File: src/rtl/sccb_arb_pkg.sv
// Shared types and constants for the SCCB request arbiter.
// Latency: n/a (declarations only).
// Backpressure: n/a.
package sccb_arb_pkg;

    typedef enum logic [1:0] {
        IDLE  = 2'd0,
        ISSUE = 2'd1,
        WAIT  = 2'd2,
        GAP   = 2'd3
    } arb_state_t;

    // {register address, write data} request word layout
    localparam int ADDR_MSB = 15;
    localparam int ADDR_LSB = 8;
    localparam int DATA_MSB = 7;

    // Requester indices: port 0 = power-up table walker, port 1 = runtime tweaks
    localparam logic PORT0 = 1'b0;
    localparam logic PORT1 = 1'b1;

endpackage

File: src/rtl/rr_arb2.sv
// Two-requester round-robin grant with a registered last-grant pointer.
// Latency: grant is combinational from req; pointer updates on the clock edge when upd_en=1.
// Backpressure: none; the caller decides when a grant is consumed via upd_en.
//
// Ports:
//   clk, rst_n  : clock, asynchronous active-low reset
//   req[1:0]    : request vector, bit N = port N
//   upd_en      : record the current grant as the last one served
//   gnt[1:0]    : one-hot grant (or 0 when no request)
module rr_arb2
    import sccb_arb_pkg::*;
(
    input  logic       clk,
    input  logic       rst_n,
    input  logic [1:0] req,
    input  logic       upd_en,
    output logic [1:0] gnt
);

    // Port index of the last grant; reset value makes port 0 win the first tie.
    logic last_gnt;

    always_comb begin
        gnt = req;
        if (req == 2'b11) begin
            gnt = (last_gnt == PORT1) ? 2'b01 : 2'b10;
        end
    end

    always_ff @(posedge clk or negedge rst_n) begin
        if (!rst_n) begin
            last_gnt <= PORT1;
        end else if (upd_en && (gnt != 2'b00)) begin
            last_gnt <= gnt[PORT1];
        end
    end

endmodule

File: src/rtl/sccb_req_arb.sv
// Serialises two requesters' {addr,data} writes onto one SCCB driver exec/done handshake, with NACK retry and hang timeout.
// Latency: ready at T, i2c_exec at T+1, WAIT from T+2; reqN_done one cycle after i2c_done (or after TIMEOUT WAIT cycles).
// Backpressure: reqN_ready only in IDLE; after each driver transaction GAP_CYC idle cycles follow the done/retry cycle.
//
// Ports:
//   clk, rst_n                      : driver clock, asynchronous active-low reset
//   reqN_valid/reqN_data/reqN_ready : request handshake, data [15:8] address, [7:0] write data
//   reqN_done/reqN_err              : completion pulse, err valid only with done
//   i2c_exec/i2c_addr/i2c_data_w    : start pulse and latched write to the driver
//   i2c_done/i2c_ack                : driver completion, ack=1 means NACK
//   busy                            : any state other than IDLE
module sccb_req_arb
    import sccb_arb_pkg::*;
#(
    parameter logic [2:0]  MAX_RETRY = 3'd2,
    parameter logic [15:0] TIMEOUT   = 16'd4000,
    parameter logic [7:0]  GAP_CYC   = 8'd4
) (
    input  logic        clk,
    input  logic        rst_n,
    input  logic        req0_valid,
    input  logic [15:0] req0_data,
    output logic        req0_ready,
    output logic        req0_done,
    output logic        req0_err,
    input  logic        req1_valid,
    input  logic [15:0] req1_data,
    output logic        req1_ready,
    output logic        req1_done,
    output logic        req1_err,
    output logic        i2c_exec,
    output logic [7:0]  i2c_addr,
    output logic [7:0]  i2c_data_w,
    input  logic        i2c_done,
    input  logic        i2c_ack,
    output logic        busy
);

    arb_state_t  state, state_nxt;
    logic        arb_en;
    logic [1:0]  req_vec, gnt;
    logic        grant;
    logic [15:0] sel_dat;
    logic        cur_port;
    logic [2:0]  retry_cnt;
    logic        retry_pend;
    logic [15:0] tcnt;
    logic [7:0]  gcnt;
    logic        nack_retry, fin, fin_err;
    logic [7:0]  addr_q, data_q;
    logic        done0_q, done1_q, err0_q, err1_q;

    // arb_en is low throughout reset and for the first cycle after it, so the
    // combinational ready stays 0 while rst_n is asserted even if requests are up.
    assign req_vec = {req1_valid, req0_valid} & {2{arb_en}};
    assign grant   = (state == IDLE) && (gnt != 2'b00);
    assign sel_dat = gnt[PORT1] ? req1_data : req0_data;

    rr_arb2 u_rr (
        .clk    (clk),
        .rst_n  (rst_n),
        .req    (req_vec),
        .upd_en (grant),
        .gnt    (gnt)
    );

    // WAIT outcome decode. A driver done in the same cycle the timeout would
    // fire takes priority, so the timeout branch is only reached without done.
    always_comb begin
        nack_retry = 1'b0;
        fin        = 1'b0;
        fin_err    = 1'b0;
        if (state == WAIT) begin
            if (i2c_done) begin
                if (i2c_ack && (retry_cnt < MAX_RETRY)) begin
                    nack_retry = 1'b1;
                end else begin
                    fin     = 1'b1;
                    fin_err = i2c_ack;
                end
            end else if (tcnt == (TIMEOUT - 16'd1)) begin
                fin     = 1'b1;
                fin_err = 1'b1;
            end
        end
    end

    always_comb begin
        state_nxt = state;
        case (state)
            IDLE:    if (grant) state_nxt = ISSUE;
            ISSUE:   state_nxt = WAIT;
            WAIT:    if (fin || nack_retry) state_nxt = GAP;
            // GAP spans the done/retry cycle plus GAP_CYC idle cycles.
            GAP:     if (gcnt == GAP_CYC) state_nxt = retry_pend ? ISSUE : IDLE;
            default: state_nxt = IDLE;
        endcase
    end

    always_ff @(posedge clk or negedge rst_n) begin
        if (!rst_n) begin
            state <= IDLE;
        end else begin
            state <= state_nxt;
        end
    end

    always_ff @(posedge clk or negedge rst_n) begin
        if (!rst_n) begin
            arb_en     <= 1'b0;
            cur_port   <= PORT0;
            retry_cnt  <= 3'd0;
            retry_pend <= 1'b0;
            tcnt       <= 16'd0;
            gcnt       <= 8'd0;
            addr_q     <= 8'd0;
            data_q     <= 8'd0;
            done0_q    <= 1'b0;
            done1_q    <= 1'b0;
            err0_q     <= 1'b0;
            err1_q     <= 1'b0;
        end else begin
            arb_en  <= 1'b1;
            done0_q <= fin && (cur_port == PORT0);
            done1_q <= fin && (cur_port == PORT1);
            err0_q  <= fin && fin_err && (cur_port == PORT0);
            err1_q  <= fin && fin_err && (cur_port == PORT1);
            case (state)
                IDLE: begin
                    if (grant) begin
                        cur_port   <= gnt[PORT1];
                        addr_q     <= sel_dat[ADDR_MSB:ADDR_LSB];
                        data_q     <= sel_dat[DATA_MSB:0];
                        retry_cnt  <= 3'd0;
                        retry_pend <= 1'b0;
                    end
                end
                ISSUE: begin
                    tcnt <= 16'd0;
                end
                WAIT: begin
                    gcnt <= 8'd0;
                    tcnt <= tcnt + 16'd1;
                    if (nack_retry) begin
                        retry_cnt  <= retry_cnt + 3'd1;
                        retry_pend <= 1'b1;
                    end else if (fin) begin
                        retry_pend <= 1'b0;
                    end
                end
                GAP: begin
                    gcnt <= gcnt + 8'd1;
                end
                default: ;
            endcase
        end
    end

    assign req0_ready = grant && gnt[PORT0];
    assign req1_ready = grant && gnt[PORT1];
    assign req0_done  = done0_q;
    assign req1_done  = done1_q;
    assign req0_err   = err0_q;
    assign req1_err   = err1_q;
    assign i2c_exec   = (state == ISSUE);
    assign i2c_addr   = addr_q;
    assign i2c_data_w = data_q;
    assign busy       = (state != IDLE);

endmodule

File: config.mk
export PLATFORM = sky130hd
export DESIGN_NAME = sccb_req_arb
export DESIGN_NICKNAME = d
export VERILOG_FILES = /design/src/rtl/sccb_arb_pkg.sv /design/src/rtl/rr_arb2.sv /design/src/rtl/sccb_req_arb.sv
export SDC_FILE = /design/constraint.sdc
export NUM_CORES = 1
export LEC_CHECK = 0
export ABC_CLOCK_PERIOD_IN_PS = 1800
export BUFFER_PORTS_ARGS = -buffer_cell sky130_fd_sc_hd__clkbuf_2
export CAP_MARGIN = 20
export CORE_MARGIN = 2
export CORE_UTILIZATION = 48
export CTS_BUF_LIST = sky130_fd_sc_hd__clkbuf_16
export DETAILED_ROUTE_END_ITERATION = 10
export PLACE_DENSITY = 0.82
export SYNTH_ARGS = -nofsm -noshare
export SYNTH_HDL_FRONTEND = slang
export SYNTH_SLANG_ARGS = --single-unit
File: constraint.sdc
create_clock -name clk -period 1.8 [get_ports clk]
set_input_delay 0.09 -clock clk [delete_from_list [all_inputs] [get_ports clk]]
set_output_delay 0.09 -clock clk [all_outputs]
set_load 0.005 [all_outputs]
=== Yosys cells after proc, flatten, opt, wreduce, memory -nomap -nowiden ===
Cells that the tools add are included.

* Add/sub/neg operators: 3
* $mul: 0
* Divide/modulo/power cells: 0
* Order comparisons: 1
* Eq/ne operators: 11
* Shift-type cells: 0
* Muxes and demuxes: 27
* Bitwise logic cells: 2
* Reduce and logical (&&, ||, !) cells: 21

{| class="wikitable"
|+ Operators by type and width
! operator !! count
|-
| $pmux W16 S2 || 1
|-
| $add A16 B1 Y16 const B || 1
|-
| $eq A16 B12 Y1 const B || 1
|-
| $mux W16 || 1
|-
| $pmux W8 S2 || 1
|-
| $mux W1 || 14
|-
| $logic_and A1 B1 Y1 || 10
|-
| $mux W2 || 5
|-
| $reduce_bool A2 Y1 || 5
|-
| $reduce_and A3 Y1 || 3
|-
| $add A8 B1 Y8 const B || 1
|-
| $eq A8 B3 Y1 const B || 1
|-
| $pmux W2 S4 || 1
|-
| $eq A2 B2 Y1 const B || 3
|-
| $mux W3 || 2
|-
| $ne A2 B2 Y1 const B || 3
|-
| $pmux W3 S2 || 1
|-
| $add A3 B1 Y3 const B || 1
|-
| $lt A3 B2 Y1 const B || 1
|-
| $ne A3 B3 Y1 const B || 1
|-
| $and A2 B2 Y2 || 1
|-
| $eq A2 B1 Y1 const B || 1
|-
| $logic_not A2 Y1 || 1
|-
| $ne A2 B1 Y1 const B || 1
|-
| other kinds (4) || 4
|}

* Register bits: 53
* Latch bits: 0
* Memory bits (writable): 0
* ROM bits: 0
* Input port bits: 38
* Output and inout bits: 24
* Memories: 0

=== Longest topological paths before layout ===
* Word-level depth: 8
* Mapped depth: 7

=== Modules after synthesis ===
From an unflattened synthesis, not the netlist that was laid out.

* Cell total of the unflattened synthesis: 273
* Area total of the unflattened synthesis: 2673.8 um^2

{| class="wikitable"
|+ Modules (own cells, without submodules)
! module !! instances !! cells each !! area each (um^2) !! seq. area each (um^2)
|-
| sccb_req_arb || 1 || 267 || 2617.5 || 1301.2
|-
| rr_arb2 || 1 || 6 || 56.3 || 26.3
|}

=== Worst setup path before layout ===
No wires, ideal clock.

* Kind: reg2reg
* From: reg state[0]
* To: reg tcnt[11]
* Library setup time: 132 ps
* Arrival time: 1615 ps
* Data required time: 1668 ps
* Path slack: 53 ps
* Stages on the path, launching flop included: 8
* Path through: dfrtp_1 -> inv_1 -> ha_1 -> nand4_1 -> nor3_1 -> and3_1 -> xnor2_1 -> nor2_1

* Cells in the longest elaborated chain, start to end: 2

{| class="wikitable"
|+ Ends and longest elaborated chain
! what !! line !! RTL
|-
| start, declared || sccb_req_arb.sv:39 || <nowiki>arb_state_t state, state_nxt;</nowiki>
|-
| start signal, assigned || sccb_req_arb.sv:104 || <nowiki>state <= state_nxt;</nowiki>
|-
| $eq A2 B2 Y1 or $eq A2 B1 Y1 (tied branches) || sccb_req_arb.sv:128 || <nowiki>case (state)</nowiki>
|-
| $pmux W16 S2 or $reduce_bool A2 Y1 (tied branches) || n/a ||
|-
| end signal, assigned || sccb_req_arb.sv:143 || <nowiki>tcnt <= tcnt + 16'd1;</nowiki>
|-
| end, declared || sccb_req_arb.sv:47 || <nowiki>logic [15:0] tcnt;</nowiki>
|}

Parallel ways exist; a longest one is shown, timed or not.
A chain may end at the register's enable or synchronous reset.

=== Final worst setup path ===
Ends and elaborated chain as after synthesis.

==> results_tabular.tex <==
\begin{tabular}{lr}
\hline
Metric & Value \\
\hline
\multicolumn{2}{l}{\textbf{Clock network}} \\
Clock buffer depth & 2 \\
Clock slew seen by the registers of the worst setup and hold paths & about 0.070 ns \\
Clock sinks & 53 \\
Root buffer selected by CTS & clkbuf\_16 \\
TritonCTS clock tree & yes \\
Insertion delay to the later sink of the worst-skew pair & about 0.28 ns \\
Total clock buffers created by CTS & 5 \\
Depth of the CTS H-tree & 2 \\
\multicolumn{2}{l}{\textbf{Die}} \\
DIE WIDTH & just under 80 um \\
Top-level port count & between 60 and 70 \\
Effective utilization at floorplan & about half \\
Total die area & between 5000 and 6000 um\^{}2 \\
Core box area & slightly above 5000 um\^{}2 \\
Vertical die dimension & $\sim$77 um \\
Row count & 26 \\
\multicolumn{2}{l}{\textbf{Synth}} \\
Leading cell types by total area after synthesis & dfrtp\_1, mux2i\_1, o21ai\_0 \\
Share of Yosys cell area claimed by the top area cell type & 50.3\% \\
Count of mapped cells out of synthesis & 267 \\
Combinational family with the most area after synthesis & simple AND/OR/NAND/NOR gates \\
Summed instance area of the synthesized netlist & between 2000 and 3000 um\^{}2 \\
Simple-Gate Fraction of Synth Area & approximately 18\% \\
Flop and latch count out of synthesis & 53 \\
Mean Syn Cell Area & roughly 9.7 um\^{}2 \\
Compound-gate portion of the synthesized area & between 10\% and 20\% \\
Sequential fraction of the synthesis area & $\sim$51\% \\
Arithmetic-cell share of the synthesized area counting full adders, half adders and majority gates & between 4 and 5\% \\
Number of library cell types mapped by synthesis & 36 \\
Net Count, Synth & 314 \\
Synthesis warning total & 0 \\
Area share of xor/xnor cells in the synthesized design & under 10\% \\
Share of synthesized area spent on multiplexers & between 6 and 7\% \\
Yosys top cell by area & dfrtp\_1 \\
\multicolumn{2}{l}{\textbf{Placement}} \\
Final GP Congestion & 0.823 \\
Post-detail-place hpwl & around 4100 um \\
Count of input and output buffers & 61 \\
Post-Place Cell Area & 3080 um\^{}2 \\
Instance count after placement with tap cells included & around 410 \\
\multicolumn{2}{l}{\textbf{Setup path}} \\
CP max stage cell & dfrtp\_1 \\
Startpoint type of the worst setup path & flip-flop \\
Worst reg2reg path startpoint & state[0] \\
Longest individual stage delay on the worst path & between 0.3 and 0.4 ns \\
Critical path data arrival time & about 1.9 ns \\
Slack of the worst reg-to-reg path & approximately 0.12 ns \\
Reg2Reg Depth & 8 \\
Critical Path End Type & flip-flop \\
Critical path required time & approximately 2.0 ns \\
Worst setup path class & flip-flop to flip-flop \\
Reg-to-reg endpoint & tcnt[11] \\
Ordered cell list for the critical path & inv\_2 -> ha\_4 -> nand4\_1 -> nor3\_2 -> buf\_4 -> and3\_1 -> xnor2\_1 -> nor2\_1 \\
Crit path max fanout & 4 \\
\multicolumn{2}{l}{\textbf{Cells and area}} \\
Number of antenna diodes & 0 \\
Number of cells in the finished layout apart from fillers & 418 \\
Share of cells above drive strength 1 & around 28\% \\
Count of nets after finishing & between 300 and 400 \\
Synthesis-to-layout area growth & 26.6\% \\
Final design instance area without fill & $\sim$3300 um\^{}2 \\
Final core utilization & 63.7\% \\
\multicolumn{2}{l}{\textbf{Route}} \\
Routed length per placed instance & 13.5 um \\
First drt pass iteration count & 4 \\
Count of vias placed by the detailed router & 2187 \\
Total wire length after detailed routing & between 5000 and 6000 um \\
Post-route ant nets & 0 \\
Number of violations reported at the end of detailed-routing iteration 0 & between 100 and 150 \\
DRC violation count after routing & 0 \\
Via density per instance & between 5 and 6 \\
\multicolumn{2}{l}{\textbf{Timing}} \\
Hold violation count in the final report & 0 \\
Crit share post-route & $\sim$93\% \\
Transition at the pin with the smallest max-transition slack & 0.649 ns \\
Maximum clock frequency & $\sim$0.59 GHz \\
Number of pins exceeding their max-slew limit in the final report & 0 \\
Slew headroom & 56.7\% \\
Max Clock Skew & approximately 0.0054 ns \\
Fin crit period & approximately 1.7 ns \\
Finish-stage setup viols & 0 \\
\multicolumn{2}{l}{\textbf{Global route}} \\
Pin count of the biggest net entering global routing & 54 \\
Number of global-route vias before repair & 2201 \\
Initial antenna violation count & 0 \\
Gr ovfl total & 0 \\
Wire length of the first global-routing pass & 9770 um \\
Gr usage total & 20.2\% \\
\multicolumn{2}{l}{\textbf{Power and ir drop}} \\
Static leakage power & roughly 1.7 nW \\
Power per cell area & about 1300 nW/um\^{}2 \\
Largest voltage drop on the vdd net & 0.615 mV \\
\multicolumn{2}{l}{\textbf{Min path}} \\
Hold crit path type & primary input to flip-flop \\
Hold path startpoint & req1\_data[15] \\
Endpoint with the worst hold slack & i2c\_addr[7] \\
Hold Crit Depth & 3 \\
\multicolumn{2}{l}{\textbf{Run}} \\
Max cap viols & 0 \\
\multicolumn{2}{l}{\textbf{Outcome}} \\
Outcome & finished, final reports clean \\
\hline
\end{tabular}
## worst max-delay path: cells and delay by family, from the launching register on
kind / cells / cell delay (ns)
adder cells (fa/ha/maj): 1 / 0.26
buffers and inverters: 2 / 0.21
flip-flops: 1 / 0.39
XOR/XNOR: 1 / 0.11
AND/OR/NAND/NOR: 4 / 0.60
## placed cells by master, fill, tap and decap left out, drive strengths merged
| master | instances |
|---|---|
| nand3 | 17 |
| and4 | 1 |
| a21o | 3 |
| nand4 | 2 |
| o22ai | 3 |
| xor2 | 6 |
| o31ai | 1 |
| nor2b | 3 |
| a221oi | 1 |
| clkbuf | 66 |
| nor2 | 23 |
| dfstp | 1 |
| dfrtp | 52 |
| o21ai | 31 |
| nand2 | 34 |
| nor3b | 3 |
| mux2i | 18 |
| a21boi | 1 |
| nor4b | 1 |
| inv | 13 |
| a22oi | 1 |
| a21oi | 9 |
| xnor2 | 6 |
| nor4 | 2 |
| and4bb | 1 |
| a22o | 1 |
| ha | 9 |
| buf | 21 |
| dlygate4sd3 | 1 |
| and3 | 6 |
| clkinv | 3 |
| a211oi | 1 |
| a31oi | 1 |
| conb | 1 |
| o211ai | 1 |
| nor3 | 4 |
## stage by stage
stage	total power, mW	TNS, ns	setup WS [ns]	hold WS (ns)
6_report	4.21	0	0.117	0.0890
2_1_floorplan	2.53	0	0.0528	-0.206
4_1_cts	4.19	0	0.0671	0.0918
3_5_place_dp	3.27	0	0.0853	0.250
5_1_grt	4.55	-0.0172	-0.0172	0.117
3_3_place_gp	3.19	0	0.165	0.250
## cell usage after synthesis (all sizes together)
| cell | instances |
|---|---|
| a211oi | 1 |
| a21boi | 1 |
| a21o | 3 |
| a21oi | 9 |
| a221oi | 1 |
| a22o | 1 |
| a22oi | 1 |
| a31oi | 1 |
| and3 | 6 |
| and4 | 1 |
| and4bb | 1 |
| buf | 2 |
| clkbuf | 8 |
| conb | 1 |
| dfrtp | 52 |
| dfstp | 1 |
| ha | 9 |
| inv | 13 |
| mux2i | 18 |
| nand2 | 34 |
| nand3 | 17 |
| nand4 | 2 |
| nor2 | 23 |
| nor2b | 3 |
| nor3 | 4 |
| nor3b | 3 |
| nor4 | 2 |
| nor4b | 1 |
| o211ai | 1 |
| o21ai | 31 |
| o22ai | 3 |
| o31ai | 1 |
| xnor2 | 6 |
| xor2 | 6 |
## report_power, final
part | internal, mW | total, mW | switching, mW
Combinational | 0.759 | 1.65 | 0.887
Sequential | 1.48 | 1.67 | 0.189
Clock | 0.503 | 0.896 | 0.393
## layer usage
layer  routed length (um)  GRT usage (%)
met5                    0              0
met4                  119           7.14
met3                  214           4.30
met2                 2930           34.3
met1                 2380           25.6
## kinds of logic after synthesis
kind of cell / Yosys count
flops: 53
simple gates: 97
fa+ha+maj: 9
compound gates: 54
other cells: 1
xor+xnor: 12
mux: 18
buf+inv: 23
## registers in the layout, indices dropped and copies added, names as in the netlist, 2 cells and up
name	count
gcnt	8
i2c_addr	8
i2c_data_w	8
retry_cnt	3
state	2
tcnt	16
## area by class of cell
cell class	count	area, um^2
clock inverters	3	12.5
inverters	13	48.8
well taps	70	87.6
clock buffers	5	125
flip-flops and latches	53	1330
multi-input cells	191	1200
fillers	413	1870
repair buffers	83	473
## how the worst max path moves through the flow
stage / end / start / slack (ns)
global placement: tcnt[13] / state[0] / 0.16
floorplan: tcnt[11] / state[0] / 0.05
detailed placement: tcnt[11] / state[0] / 0.09
finish: tcnt[11] / state[0] / 0.12
global route: tcnt[11] / state[0] / -0.02
CTS: tcnt[11] / state[0] / 0.07
## timing repair
| item | 4_1_cts | 5_1_grt |
|---|---|---|
| gates resized for setup | 0 | 5 |
| hold buffers | 1 | 0 |
| hold endpoints to repair | 52 | 0 |
| setup buffers | 0 | 2 |
| setup endpoints to repair | 0 | 10 |
Power figures use the tool's default switching activity.
